**config.mk**
```make
export PLATFORM = sky130hd
export DESIGN_NAME = uart_rx_operand
export DESIGN_NICKNAME = d
export VERILOG_FILES = /design/src/rtl/uart_rx_operand_pkg.sv /design/src/rtl/uart_rx_core.sv /design/src/rtl/uart_rx_operand.sv
export SDC_FILE = /design/constraint.sdc
export NUM_CORES = 1
export LEC_CHECK = 0
export BUFFER_PORTS_ARGS = -buffer_cell sky130_fd_sc_hd__buf_2
export CAP_MARGIN = 20
export CORE_MARGIN = 3
export CORE_UTILIZATION = 50
export CTS_BUF_LIST = sky130_fd_sc_hd__clkbuf_4 sky130_fd_sc_hd__clkbuf_8 sky130_fd_sc_hd__clkbuf_16
export DETAILED_ROUTE_END_ITERATION = 8
export HOLD_SLACK_MARGIN = 0.05
export PLACE_DENSITY = 0.75
export SKIP_CTS_REPAIR_TIMING = 1
export SYNTH_ARGS = -nofsm -noshare
export SYNTH_HDL_FRONTEND = slang
export SYNTH_SLANG_ARGS = --single-unit
```
**constraint.sdc**
```tcl
create_clock -name clk -period 1.8 [get_ports clk]
set_input_delay 0.54 -clock clk [delete_from_list [all_inputs] [get_ports clk]]
set_output_delay 0.54 -clock clk [all_outputs]
set_load 0.01 [all_outputs]
```
**src/rtl/uart_rx_operand_pkg.sv**
```systemverilog
`default_nettype none
// +----------------------------------------------------------------------+
// | uart_rx_operand_pkg : shared FSM encoding and command constants.     |
// | Revision : 1.0                                                       |
// +----------------------------------------------------------------------+
package uart_rx_operand_pkg;

    typedef enum logic [1:0] {
        ST_IDLE  = 2'd0,
        ST_START = 2'd1,
        ST_DATA  = 2'd2,
        ST_STOP  = 2'd3
    } rx_state_e;

    localparam logic [3:0] CMD_A     = 4'hA;
    localparam logic [3:0] CMD_B     = 4'hB;
    localparam int         DATA_BITS = 8;

    // Upper nibble of a received byte selects the operand register.
    function automatic logic [3:0] cmd_nibble(input logic [DATA_BITS-1:0] b);
        return b[DATA_BITS-1 -: 4];
    endfunction

endpackage
`default_nettype wire

```
**src/rtl/uart_rx_core.sv**
```systemverilog
`default_nettype none
// +----------------------------------------------------------------------+
// | uart_rx_core : 8N1 bit-level receiver (synchronizer, FSM, shifter).  |
// | Revision : 1.0                                                       |
// +----------------------------------------------------------------------+
module uart_rx_core
    import uart_rx_operand_pkg::*;
#(
    parameter int CLKS_PER_BIT = 87
) (
    input  logic                 clk,
    input  logic                 reset_n,
    input  logic                 uart_rxd,
    output logic [DATA_BITS-1:0] rx_data,
    output logic                 rx_valid,
    output logic                 rx_frame_err,
    output logic                 rx_busy,
    output logic [DATA_BITS-1:0] frame_byte,
    output logic                 frame_ok
);

    localparam int CNT_W = $clog2(CLKS_PER_BIT);
    localparam int IDX_W = $clog2(DATA_BITS);
    localparam logic [CNT_W-1:0] CNT_LAST = CNT_W'(CLKS_PER_BIT - 1);
    localparam logic [CNT_W-1:0] CNT_HALF = CNT_W'(CLKS_PER_BIT / 2 - 1);
    localparam logic [IDX_W-1:0] IDX_LAST = IDX_W'(DATA_BITS - 1);

    logic                 sync1_q, sync2_q;
    rx_state_e            state_q, state_d;
    logic [CNT_W-1:0]     cnt_q, cnt_d;
    logic [IDX_W-1:0]     idx_q, idx_d;
    logic [DATA_BITS-1:0] shift_q, shift_d;
    logic [DATA_BITS-1:0] rx_data_q, rx_data_d;
    logic                 rx_valid_q, rx_valid_d;
    logic                 rx_frame_err_q, rx_frame_err_d;
    logic                 rx_busy_q, rx_busy_d;
    logic                 stop_ok, stop_bad;

    // Idle-high reset value keeps a released reset from looking like a start bit.
    always_ff @(posedge clk or negedge reset_n) begin
        if (!reset_n) begin
            sync1_q <= 1'b1;
            sync2_q <= 1'b1;
        end else begin
            sync1_q <= uart_rxd;
            sync2_q <= sync1_q;
        end
    end

    always_ff @(posedge clk or negedge reset_n) begin
        if (!reset_n) begin
            state_q        <= ST_IDLE;
            cnt_q          <= '0;
            idx_q          <= '0;
            shift_q        <= '0;
            rx_data_q      <= '0;
            rx_valid_q     <= 1'b0;
            rx_frame_err_q <= 1'b0;
            rx_busy_q      <= 1'b0;
        end else begin
            state_q        <= state_d;
            cnt_q          <= cnt_d;
            idx_q          <= idx_d;
            shift_q        <= shift_d;
            rx_data_q      <= rx_data_d;
            rx_valid_q     <= rx_valid_d;
            rx_frame_err_q <= rx_frame_err_d;
            rx_busy_q      <= rx_busy_d;
        end
    end

    always_comb begin
        state_d  = state_q;
        cnt_d    = cnt_q;
        idx_d    = idx_q;
        shift_d  = shift_q;
        stop_ok  = 1'b0;
        stop_bad = 1'b0;
        case (state_q)
            ST_IDLE: begin
                cnt_d = '0;
                idx_d = '0;
                if (!sync2_q) state_d = ST_START;
            end
            ST_START: begin
                if (cnt_q == CNT_HALF) begin
                    cnt_d   = '0;
                    state_d = sync2_q ? ST_IDLE : ST_DATA;
                end else begin
                    cnt_d = cnt_q + CNT_W'(1);
                end
            end
            ST_DATA: begin
                if (cnt_q == CNT_LAST) begin
                    cnt_d          = '0;
                    shift_d[idx_q] = sync2_q;
                    if (idx_q == IDX_LAST) begin
                        idx_d   = '0;
                        state_d = ST_STOP;
                    end else begin
                        idx_d = idx_q + IDX_W'(1);
                    end
                end else begin
                    cnt_d = cnt_q + CNT_W'(1);
                end
            end
            ST_STOP: begin
                // Returning at mid-stop leaves half a bit to catch a following start bit.
                if (cnt_q == CNT_LAST) begin
                    cnt_d    = '0;
                    state_d  = ST_IDLE;
                    stop_ok  = sync2_q;
                    stop_bad = !sync2_q;
                end else begin
                    cnt_d = cnt_q + CNT_W'(1);
                end
            end
            default: state_d = ST_IDLE;
        endcase
    end

    always_comb begin
        rx_data_d      = stop_ok ? shift_q : rx_data_q;
        rx_valid_d     = stop_ok;
        rx_frame_err_d = stop_bad;
        rx_busy_d      = (state_d != ST_IDLE);
    end

    assign rx_data      = rx_data_q;
    assign rx_valid     = rx_valid_q;
    assign rx_frame_err = rx_frame_err_q;
    assign rx_busy      = rx_busy_q;
    assign frame_byte   = shift_q;
    assign frame_ok     = stop_ok;

endmodule
`default_nettype wire

```
**src/rtl/uart_rx_operand.sv**
```systemverilog
`default_nettype none
// +----------------------------------------------------------------------+
// | uart_rx_operand : UART receiver latching A/B operands from commands. |
// | Revision : 1.0                                                       |
// +----------------------------------------------------------------------+
module uart_rx_operand
    import uart_rx_operand_pkg::*;
#(
    parameter int CLKS_PER_BIT = 87
) (
    input  logic                 clk,
    input  logic                 reset_n,
    input  logic                 uart_rxd,
    output logic [DATA_BITS-1:0] rx_data,
    output logic                 rx_valid,
    output logic                 rx_frame_err,
    output logic                 rx_busy,
    output logic [3:0]           operand_a,
    output logic [3:0]           operand_b,
    output logic                 save_a_pulse,
    output logic                 save_b_pulse
);

    logic [DATA_BITS-1:0] frame_byte;
    logic                 frame_ok;
    logic [3:0]           operand_a_q, operand_a_d;
    logic [3:0]           operand_b_q, operand_b_d;
    logic                 save_a_q, save_a_d;
    logic                 save_b_q, save_b_d;

    uart_rx_core #(
        .CLKS_PER_BIT (CLKS_PER_BIT)
    ) u_core (
        .clk          (clk),
        .reset_n      (reset_n),
        .uart_rxd     (uart_rxd),
        .rx_data      (rx_data),
        .rx_valid     (rx_valid),
        .rx_frame_err (rx_frame_err),
        .rx_busy      (rx_busy),
        .frame_byte   (frame_byte),
        .frame_ok     (frame_ok)
    );

    // Decoded on the same edge that registers rx_valid so the pulses coincide.
    always_comb begin
        operand_a_d = operand_a_q;
        operand_b_d = operand_b_q;
        save_a_d    = 1'b0;
        save_b_d    = 1'b0;
        if (frame_ok) begin
            if (cmd_nibble(frame_byte) == CMD_A) begin
                operand_a_d = frame_byte[3:0];
                save_a_d    = 1'b1;
            end else if (cmd_nibble(frame_byte) == CMD_B) begin
                operand_b_d = frame_byte[3:0];
                save_b_d    = 1'b1;
            end
        end
    end

    always_ff @(posedge clk or negedge reset_n) begin
        if (!reset_n) begin
            operand_a_q <= '0;
            operand_b_q <= '0;
            save_a_q    <= 1'b0;
            save_b_q    <= 1'b0;
        end else begin
            operand_a_q <= operand_a_d;
            operand_b_q <= operand_b_d;
            save_a_q    <= save_a_d;
            save_b_q    <= save_b_d;
        end
    end

    assign operand_a    = operand_a_q;
    assign operand_b    = operand_b_q;
    assign save_a_pulse = save_a_q;
    assign save_b_pulse = save_b_q;

endmodule
`default_nettype wire

```
# [Word level (Yosys, flattened, before mapping)]
# Index checks and enable logic that the tools add are counted.
[classes] n_eq_ne=9 n_addsub=2 n_reduce_logical=10 muxes=25 magnitude_cmp=2 bitwise=1
[op_table] cell="$pmux 7 s3" count=1
[op_table] cell="$mux 7" count=2
[op_table] cell="$mux 2" count=6
[op_table] cell="$mux 1" count=10
[op_table] cell="$bwmux 8" count=1
[op_table] cell="$eq 4x4->1 const B" count=2
[op_table] cell="$pmux 2 s4" count=1
[op_table] cell="$add 7x1->7 const B" count=1
[op_table] cell="$eq 7x6->1 const B" count=1
[op_table] cell="$eq 7x7->1 const B" count=1
[op_table] cell="$mux 3" count=2
[op_table] cell="$pmux 3 s2" count=1
[op_table] cell="$reduce_and 2->1" count=3
[op_table] cell="$eq 2x2->1 const B" count=2
[op_table] cell="$lt 3x4->1 const B" count=1
[op_table] cell="$reduce_bool 2->1" count=2
[op_table] cell="$add 3x1->3 const B" count=1
[op_table] cell="$demux 1 s3" count=1
[op_table] cell="$eq 3x3->1 const B" count=1
[op_table] cell="$ge 3x1->1 const B" count=1
[op_table] cell="$reduce_and 3->1" count=1
[op_table] cell="$eq 2x1->1 const B" count=1
[op_table] cell="$logic_not 2->1" count=1
[op_table] cell="$ne 2x1->1 const B" count=1
[op_table] cell="other kinds (4)" count=4
[word_totals] elab_cells=63 out_inout_bits=21 reg_bits=43 in_bits=3

# [Logic depth before layout (Yosys ltp)]
[depth] depth_word=5 depth_mapped=6

# [Cells and area by module]
# A second synthesis with hierarchy kept.
[unflattened] hier_cells=154 area_unflattened_um2=1979.4
[by_module_without_submodules] mod="uart_rx_core" seq_area_each_um2=828.3 area_per_inst_um2=1581.5 cells_per_inst=131 instances=1
[by_module_without_submodules] mod="uart_rx_operand" seq_area_each_um2=250.2 area_per_inst_um2=397.9 cells_per_inst=23 instances=1

# [Worst setup path before layout]
# Ideal clock, no wire load.
[synth_timing] path_type="flip-flop to flip-flop" startpoint="register u_core.cnt_q[0]" endpoint="register u_core.rx_data_q[0], in the netlist u_core.rx_data[0]" synth_period_minus_slack_ns=1.810 required_ns=1.675 t_arrival_ns=1.685 n_path_buf=0 path_slack_ns=-0.010 stages_incl_launch_ff=6 setup_time_ns=0.125 path_cell_list="dfrtp_1 > inv_1 > ha_1 > nand4bb_4 > nor4_4 > mux2_2"
[synth_between] elab_chain_len=3
[synth_lines] element="start, declared" line="uart_rx_core.sv:30" text="logic [CNT_W-1:0] cnt_q, cnt_d;"
[synth_lines] element="start signal, assigned" line="uart_rx_core.sv:62" text="cnt_q <= cnt_d;"
[synth_lines] element="$eq 7x7->1" line="uart_rx_core.sv:109" text="if (cnt_q == CNT_LAST) begin"
[synth_lines] element="$mux 1" line="uart_rx_core.sv:109"
[synth_lines] element="$mux 1" line="uart_rx_core.sv:79" text="case (state_q)"
[synth_lines] element="named net frame_ok" line="uart_rx_operand.sv:25" text="logic frame_ok;"
[synth_lines] element="end signal, assigned" line="uart_rx_core.sv:65" text="rx_data_q <= rx_data_d;"
[synth_lines] element="end, declared" line="uart_rx_core.sv:33" text="logic [DATA_BITS-1:0] rx_data_q, rx_data_d;"
# The timed path passes the listed nets, and every way through them passes these cells.
# A chain may end at the register's enable or synchronous reset.

# [Final worst setup path]
[layout_timing] startpoint="register u_core.sync2_q" endpoint="register u_core.rx_data_q[0], in the netlist u_core.rx_data[0]"
[layout_between] elab_chain_len=2
[layout_lines] element="start, declared" line="uart_rx_core.sv:28" text="logic sync1_q, sync2_q;"
[layout_lines] element="start signal, assigned" line="uart_rx_core.sv:46" text="sync2_q <= sync1_q;"
[layout_lines] element="$mux 1" line="uart_rx_core.sv:109"
[layout_lines] element="$mux 1" line="uart_rx_core.sv:79"
[layout_lines] element="named net frame_ok" line="uart_rx_operand.sv:25"
# The timed path passes the listed nets, and every way through them passes these cells.

==> metrics.yaml <==
syn_to_final_growth_pct: 17.2
finalCritPeriodShare_pct: 95.0
fmax_mhz: 585
setup_violations: 0
clock_path_buffers: 2
antenna_found_initial: 0
period_minus_slack_ns: 1.71
crit_required_ns: 1.98
avgSynthCellArea_um2: 12.7
r2r_start: "u_core.sync2_q$_DFF_PN1_"
fillCellCount: 306
ios: 24
worstSkewPairLatency_ns: 0.30
cts_tree: "yes"
diodes: 0
hold_viol: 0
cts_buffers: 5
crit_type: "flop to flop"
syn_nets: 164
fin_ws_ns: 0.0907
grt_pass1_vias: 1378
end_kind: "flop"
tightest_slew_ns: 0.464
pre_cts_slack_ns: 0.0282
setup_tns_ns: 0
cts.sinks: 43
async_flop_share_pct: 100
grt_overflow: 0
synth_edf_count: 0
yosys_warnings: 0
ir_worst_vdd_uv: 533
gp_congestion: 0.870
reg2regPathDepth: 4
grt_first_pass_wirelength_um: 6680
drv_slew: 0
wl_per_cell_um: 17.4
drc_errors: 0
coreArea_mm2: 0.00374
cts-root-buf: "clkbuf_8"
nNetsFinal: 198
dr.pass1.iters: 4
rows: 22
synth-seq-cells: 43
final_area_mm2: 0.00233
worstPathArrival_ns: 1.89
cp-start-kind: "flop"
die_y_um: 69.1
wirelength_um: 4170
slew_headroom_pct: 69.1
antenna_left: 0
hp-class: "input port to asynchronous set/reset pin"
cellLeakagePower_nw: 1.14
crit_start: "u_core.sync2_q$_DFF_PN1_"
status: "finished clean"
seq_area_frac_synth_pct: 54.2
power_density_mw_per_mm2: 745
drv_cap: 0
port-buffer-count: 23
rsz0062_at_grt: "no"
finClkSkew_ns: 0.0105
synth_ff_type: "dfrtp_1"
r2r_slack_ns: 0.09
initial_utilization_pct: 53.2
hold-worst-slack_ns: 0.189
drive_gt1_share_pct: 42.2
crit_end: "u_core.rx_data[0]$_DFFE_PN0P_"
reg2reg_to: "u_core.rx_data[0]$_DFFE_PN0P_"
synthDistinctLibCells: 45
hpwl_um: 2810
grt_max_degree: 25
die-area_mm2: 0.00477
htreeDepth: 2
synthCells: 157
dr_total_vias: 1414
dr.first_iter.drc_count: 110
path_clk_slew_ns: 0.07
die_w_um: 69.1
path_max_fanout: 7
synth_area_mm2: 0.00199
dpl_cell_area_mm2: 0.00220
grtUsageTotal_pct: 17.4
routed_via_density: 5.89
## critical path, stage by stage (launching register included)
cell	delay (ns)
dfstp_2	0.61
inv_1	0.11
nor4_4	0.35
buf_4	0.21
mux2_2	0.33
## power by group
part	internal, mW	leakage (nW)	switching (mW)
logic	0.0529	0.514	0.0688
clock network	0.286	0.0446	0.317
registers	0.984	0.579	0.0301
## worst min path at each step
| stage | from | endpoint | slack (ns) | cells past startpoint |
|---|---|---|---|---|
| floorplan | reset_n | operand_a[0]$_DFFE_PN0P_ | 0.24 | 0 |
| global placement | u_core.sync1_q$_DFF_PN1_ | u_core.sync2_q$_DFF_PN1_ | 0.35 | 0 |
| detailed placement | u_core.sync1_q$_DFF_PN1_ | u_core.sync2_q$_DFF_PN1_ | 0.35 | 0 |
| CTS | reset_n | u_core.rx_busy$_DFF_PN0_ | 0.20 | 1 |
| global route | reset_n | u_core.rx_data[5]$_DFFE_PN0P_ | 0.21 | 1 |
| finish | reset_n | u_core.cnt_q[6]$_DFF_PN0_ | 0.19 | 1 |
## cell type report
cell class | count | area, µm² | area share [%]
well taps | 48 | 60.1 | 2.57
clock buffers | 6 | 76.3 | 3.27
repair buffers | 35 | 221 | 9.49
multi-input cells | 101 | 863 | 37.0
flip-flops and latches | 43 | 1080 | 46.3
clock inverters | 2 | 12.5 | 0.536
inverters | 5 | 18.8 | 0.804
## sequential cells by signal, summed over array words and instances (netlist names)
name	cells
u_core.sync1_q	1
u_core.cnt_q	7
u_core.frame_byte	8
save_b_pulse	1
u_core.rx_data	8
u_core.rx_valid	1
operand_a	4
u_core.sync2_q	1
save_a_pulse	1
u_core.idx_q	3
u_core.rx_frame_err	1
operand_b	4
u_core.state_q	2
u_core.rx_busy	1
## placed cells by master, fill, tap and decap left out, types with 2 or more instances in the layout
cell type / n
a21oi_1: 7
a22oi_1: 2
buf_2: 23
buf_4: 10
clkbuf_8: 5
dfrtp_1: 39
dfrtp_2: 2
dfstp_2: 2
ha_1: 3
inv_1: 5
mux2_2: 24
nand2_1: 8
nand3_1: 3
nand4_1: 11
nand4b_1: 2
nor3_1: 2
nor4_1: 3
nor4_4: 2
nor4bb_1: 2
o21ai_0: 2
o311ai_0: 2
or3_1: 2
xor2_1: 2
## layer usage
| layer | vias up | share of wire, % | GRT usage (%) |
|---|---|---|---|
| li1 | 657 | - | - |
| met1 | 709 | 43 | 22.8 |
| met2 | 38 | 50 | 28.2 |
| met3 | 10 | 5.2 | 4.52 |
| met4 | 0 | 1.7 | 5.21 |
| met5 | - | 0 | 0 |
## synth_stat cells, drive strengths merged (2+ instances only)
master	n	area share [%]
nand2	9	1.8
clkbuf	4	0.75
o311ai	3	1.3
o21ai	3	0.75
nor4bb	2	1.0
mux2	24	14
nor3	2	0.50
dfstp	2	2.6
nor4	5	3.1
nand3	3	0.75
inv	5	0.94
a21oi	7	1.8
nand4	11	3.5
buf	4	1.6
xor2	2	0.88
or3	2	0.63
dfrtp	41	52
nand4b	2	0.88
a22oi	2	0.75
ha	4	2.5
## through the flow
stage	std cells	util (%)	total power [mW]
3_5_place_dp	229	58.8	1.14
3_3_place_gp	229	58.8	1.14
2_1_floorplan	157	-	1.10
4_1_cts	237	61.2	1.74
6_report	240	62.3	1.74
5_1_grt	240	62.3	1.82
## cell families after synthesis
group                    Yosys count  share of synthesized area (%)
AND/OR/NAND/NOR                   49                           18.2
flip-flops                        43                           54.2
XOR/XNOR                           3                           1.32
multiplexers                      24                           13.6
buffers and inverters             13                           3.33
AO/OA/AOI/OAI                     21                           6.91
adder cells (fa/ha/maj)            4                           2.51
No activity file was read; power rests on OpenSTA's default activity.
